==> config.mk <==
export PLATFORM = sky130hd
export DESIGN_NAME = reg_stack
export DESIGN_NICKNAME = d
export VERILOG_FILES = /design/src/rtl/stack_pkg.sv /design/src/rtl/stack_cell.sv /design/src/rtl/reg_stack.sv
export SDC_FILE = /design/constraint.sdc
export NUM_CORES = 1
export LEC_CHECK = 0
export CORE_MARGIN = 1.5
export CORE_UTILIZATION = 65
export CTS_BUF_LIST = sky130_fd_sc_hd__clkbuf_16
export CTS_CLUSTER_DIAMETER = 50
export DETAILED_ROUTE_END_ITERATION = 10
export MAX_ROUTING_LAYER = met4
export PLACE_DENSITY_LB_ADDON = 0.05
export SYNTH_ARGS = -nofsm -noshare
export SYNTH_HDL_FRONTEND = slang
export SYNTH_HIERARCHICAL = 1
export SYNTH_SLANG_ARGS = --single-unit
==> constraint.sdc <==
create_clock -name clk -period 1.8 [get_ports clk]
set_clock_uncertainty 0.1 [all_clocks]
set_input_delay 0.36 -clock clk [delete_from_list [all_inputs] [get_ports clk]]
set_output_delay 0.36 -clock clk [all_outputs]
set_load 0.03 [all_outputs]
==> src/rtl/stack_pkg.sv <==
// stack_pkg: action codes, default sizes and per-cell select decode for reg_stack
package stack_pkg;
   localparam int DEF_DATA_WIDTH = 16;
   localparam int DEF_DEPTH      = 8;
   localparam logic [3:0] ACT_IDLE = 4'b0000;
   localparam logic [3:0] ACT_PUSH = 4'b1000;
   localparam logic [3:0] ACT_POP  = 4'b0001;
   localparam logic [3:0] ACT_POP2 = 4'b0010;
   localparam logic [3:0] ACT_DUP  = 4'b0101;
   localparam logic [3:0] ACT_SWAP = 4'b0111;
   typedef enum logic [2:0] {SEL_HOLD, SEL_LEFT, SEL_RIGHT, SEL_IN, SEL_ZERO} sel_t;
   // left = toward the top (idx-1), right = toward the bottom (idx+1)
   function automatic sel_t cell_sel(input logic [3:0] act, input int idx, input int depth);
      return (act == ACT_PUSH) ? (idx == 0 ? SEL_IN : SEL_LEFT) :
             (act == ACT_POP || act == ACT_POP2) ? (idx == depth - 1 ? SEL_ZERO : SEL_RIGHT) :
             (act == ACT_DUP) ? (idx == 0 ? SEL_HOLD : SEL_LEFT) :
             (act == ACT_SWAP) ? (idx == 0 ? SEL_RIGHT : idx == 1 ? SEL_LEFT : SEL_HOLD) :
             SEL_HOLD;
   endfunction
endpackage

==> src/rtl/stack_cell.sv <==
// stack_cell: one stack entry with async clear and a hold/left/right/in/zero next-value mux
module stack_cell
   import stack_pkg::*;
#(
   parameter int W = DEF_DATA_WIDTH
) (
   input  logic         clk,
   input  logic         rst,
   input  sel_t         sel,
   input  logic [W-1:0] left,
   input  logic [W-1:0] right,
   input  logic [W-1:0] in_val,
   output logic [W-1:0] q
);
   logic [W-1:0] val_q, val_d;
   always_comb begin
      val_d = (sel == SEL_LEFT)  ? left   :
              (sel == SEL_RIGHT) ? right  :
              (sel == SEL_IN)    ? in_val :
              (sel == SEL_ZERO)  ? '0     : val_q;
   end
   always_ff @(posedge clk or posedge rst) begin
      if (rst) val_q <= '0;
      else     val_q <= val_d;
   end
   assign q = val_q;
endmodule

==> src/rtl/reg_stack.sv <==
// reg_stack: shift-register LIFO operand stack exposing the two topmost entries
module reg_stack
   import stack_pkg::*;
#(
   parameter int DATA_WIDTH = DEF_DATA_WIDTH,
   parameter int DEPTH      = DEF_DEPTH
) (
   input  logic                  clk,
   input  logic                  rst,
   input  logic [DATA_WIDTH-1:0] in_val,
   input  logic [3:0]            stackAction,
   output logic [DATA_WIDTH-1:0] top,
   output logic [DATA_WIDTH-1:0] next
);
   // ext[i+1] is entry i; ext[0] and ext[DEPTH+1] are zero guards for the end cells
   logic [DATA_WIDTH-1:0] ext [DEPTH+2];
   sel_t                  sel [DEPTH];
   assign ext[0]       = '0;
   assign ext[DEPTH+1] = '0;
   for (genvar i = 0; i < DEPTH; i++) begin : g_cell
      assign sel[i] = cell_sel(stackAction, i, DEPTH);
      stack_cell #(.W(DATA_WIDTH)) u_cell (
         .clk    (clk),
         .rst    (rst),
         .sel    (sel[i]),
         .left   (ext[i]),
         .right  (ext[i+2]),
         .in_val (in_val),
         .q      (ext[i+1])
      );
   end
   assign top  = ext[1];
   assign next = ext[2];
endmodule

==> out/qor.csv <==
stage,metric,value,unit
floorplanning,Die Width,116.7,um
critical_path,Crit. End Element,register,
finish,share of post-route cells with drive strength above 1,0.3380,
timing,worst hold slack,0.5058,ns
timing,sum of negative setup slack,-2.832,ns
timing,Hold Fails Final Rpt,0,
placement,I/O Buffers,53,
clocking,clock latency on the worst-skew pair,0.44,ns
timing,# setup viols final,54,
logic_synthesis,Syn Area/Cell,8.935,um2
clocking,CTS Buf Count,17,
drt,DRC viols,0,
floorplanning,total core area,12620,um2
timing,post-route setup slack,-0.1618,ns
logic_synthesis,Synth Flop Type,dfrtp_1,
floorplanning,die height,116.7,um
logic_synthesis,synth warn,6,
critical_path,Top Family by Delay on Critical Path,simple AND/OR/NAND/NOR gates,
clocking,Root Buffer,clkbuf_16,
drt,first drt pass iteration count,11,
power,Peak supply drop,0.0007275,V
finish,count of non-filler cells in the finished layout,1308,
drt,Vias/cell,7.746,
clocking,H-tree depth,4,
run_status,status,"finished, violations left",
placement,DP HPWL,18690,um
drt,via count,10130,
clocking,clk slew on worst S/H paths,0.06,ns
placement,Post-DP Area,9957,um2
power,PwrDens,836.4,nW/um2
floorplanning,# IOs,54,
finish,Post-Layout Inst Area,11670,um2
timing,Period minus WS final,1.962,ns
global_routing,global-route wire length before repair,45020,um
drt,Avg WL per Cell,28.38,um
drt,WL final,37120,um
timing,Final Cycle Share,1.090,
logic_synthesis,Synth async-reset ratio,1.000,
drt,Routed Antenna Nets,0,
drt,Iter 0 DRT Violations,1815,
placement,RePlAce Congestion,0.9204,
critical_path,Worst Path Buf+Inv,6,
logic_synthesis,"Seq/Total Area, Yosys",0.3810,
min_path,Hold WC Path Type,register to register,
placement,placed cell count,1241,
clocking,TritonCTS Sinks,128,
global_routing,vias in the first global route,8746,
critical_path,"most used cell, CP",buf_12,
logic_synthesis,synthesized area,8408,um2
global_routing,gr usage total,0.4458,
critical_path,"Max FO, Critical Path",8,
clocking,TritonCTS clock tree,built,
floorplanning,die area,13630,um2
finish,nets@finish,1142,
floorplanning,Core Rows,41,
critical_path,crit start category,input pin,
critical_path,Critical Path AT,2.19,ns
logic_synthesis,Cells after Synth,941,
run_status,failing checks,setup timing,
power,Lkg Pwr,4.740,nW
critical_path,WP data required,2.03,ns
critical_path,worst-path cell chain,buf_8 > or3b_4 > a21oi_4 > buf_12 > buf_12 > buf_16 > buf_12 > or2_1 > buf_4 > o32ai_1 > nor3_1,
logic_synthesis,Yosys reg bits,128,
timing,RSZ-0062 raised after global routing,yes,
critical_path,Crit-path slowest cell,or3b_4,
finish,flip-flop count of the largest register after layout,128,
timing,relative slew slack,0.5923,
timing,count of final max-slew check failures,0,
global_routing,global route total overflow,0,
global_routing,initial antenna violation count,2,
flow_run,max-cap viol count,0,
logic_synthesis,number of flops mapped to enable cells by yosys,0,
finish,layout overhead on the synthesized area,38.85,%
timing,fmax,509.7,MHz
critical_path,crit-path max cell delay,0.40,ns
timing,worst slew pin tran,0.6097,ns
logic_synthesis,Netlist cell types,28,
critical_path,Setup Crit Path Kind,input pin to register,
clocking,maximum clock insertion buffer count,2,
floorplanning,Starting Density,0.6663,
global_routing,largest net degree at the start of global routing,38,
==> repair_timing <==
item,CTS,global route
cloned,7,3
setup endpoints to repair,160,119
gates resized for setup,77,143
setup buffers,12,10
hold buffers,0,0
pin swaps,12,23
==> stage by stage <==
stage | utilization | worst slack, ns | total power (W)
after floorplan | - | -0.1936 | 0.005047
after global placement | 0.7890 | -0.7686 | 0.005620
after detailed placement | 0.7890 | -0.8474 | 0.005717
after CTS | 0.8588 | 0.001406 | 0.009053
after global routing | 0.9249 | -0.3473 | 0.009969
final | 0.9251 | -0.1618 | 0.009765
==> routing by layer <==
layer | track usage | part of all wire | wire length, um | vias up
li1 | - | - | - | 3843
met1 | 0.5169 | 0.32 | 12030 | 4653
met2 | 0.7025 | 0.43 | 16110 | 1153
met3 | 0.1002 | 0.14 | 5268 | 483
met4 | 0.2811 | 0.10 | 3719 | 0
met5 | - | 0 | 0 | -
==> path summary, 6_finish.rpt <==
kind | to | startpoint | slack (ns) | cells after the start
setup / recovery | g_cell[2].u_cell/q[9] | stackAction[2] | -0.16 | 11
min in group asynchronous | g_cell[1].u_cell/q[6] | rst | 0.61 | 3
max in group asynchronous | g_cell[0].u_cell/q[9] | rst | 0.73 | 3
setup reg to reg | g_cell[2].u_cell/q[9] | g_cell[1].u_cell/q[9] | 0.45 | 4
hold reg to reg | g_cell[7].u_cell/q[2] | g_cell[7].u_cell/q[2] | 0.51 | 2
hold / removal | g_cell[7].u_cell/q[2] | g_cell[7].u_cell/q[2] | 0.51 | 2
==> placed cells by master, fill, tap and decap left out, drive strengths merged <==
master,instances
o21ba,10
or3b,1
dfrtp,128
clkbuf,18
xor2,1
nor4,72
dlygate4sd2,29
or2,8
o32ai,56
nor2,80
clkinvlp,3
clkinv,15
o211ai,1
inv,12
bufinv,2
nor3,129
nand2,1
or4b,2
or2b,1
clkdlybuf4s50,17
diode,3
bufbuf,1
a21oi,57
nor2b,128
nand3b,1
a211oi,128
nand2b,26
conb,61
buf,142
xnor2,1
clkdlybuf4s15,2
==> cells by family after synthesis <==
kind of cell           synth area share
flip-flops                       0.3810
AND/OR/NAND/NOR                  0.2979
AO/OA/AOI/OAI                    0.2170
other                         0.0004460
buffers and inverters            0.1016
XOR/XNOR                       0.002084
==> final cells by class <==
class,instances,area [um2]
Multi-Input combinational cell,764,5802
Sequential cell,128,3203
Timing Repair Buffer,192,1828
Fill cell,459,944.7
Clock buffer,17,425.4
Tap cell,172,215.2
Clock inverter,15,130.1
Inverter,17,63.81
Antenna cell,3,7.507
==> where the power goes <==
part           leakage, nW  switching, W  total [W]  internal, W
logic                 2.79       0.00169    0.00276      0.00107
registers             1.68      0.000418    0.00363      0.00321
clock network        0.277       0.00138    0.00338      0.00200
total                 4.74       0.00349    0.00977      0.00628
==> worst register-to-register path: cells and delay by family, from the launching register on <==
kind	cells	cell delay [ns]
flip-flops	1	0.40
AO/OA/AOI/OAI	1	0.08
buffers and inverters	1	0.18
AND/OR/NAND/NOR	2	0.49
==> Yosys cell counts, types with 2 or more instances <==
| library cell | count | area (um2) |
|---|---|---|
| a211oi_1 | 128 | 960.9 |
| nor2b_1 | 128 | 800.8 |
| clkbuf_2 | 16 | 80.08 |
| dfrtp_1 | 128 | 3203 |
| inv_1 | 9 | 33.78 |
| nor3_1 | 129 | 645.6 |
| or4b_1 | 2 | 20.02 |
| o21ba_2 | 8 | 80.08 |
| clkinv_1 | 8 | 30.03 |
| or2_1 | 8 | 50.05 |
| buf_2 | 16 | 80.08 |
| buf_8 | 8 | 120.1 |
| nor2_1 | 72 | 270.3 |
| nor2_4 | 8 | 90.09 |
| a21oi_1 | 57 | 285.3 |
| buf_6 | 24 | 270.3 |
| buf_4 | 32 | 240.2 |
| nor4_1 | 72 | 450.4 |
| o32ai_1 | 56 | 490.5 |
| nand2b_1 | 24 | 150.1 |
(Power assumes the default switching activity.)
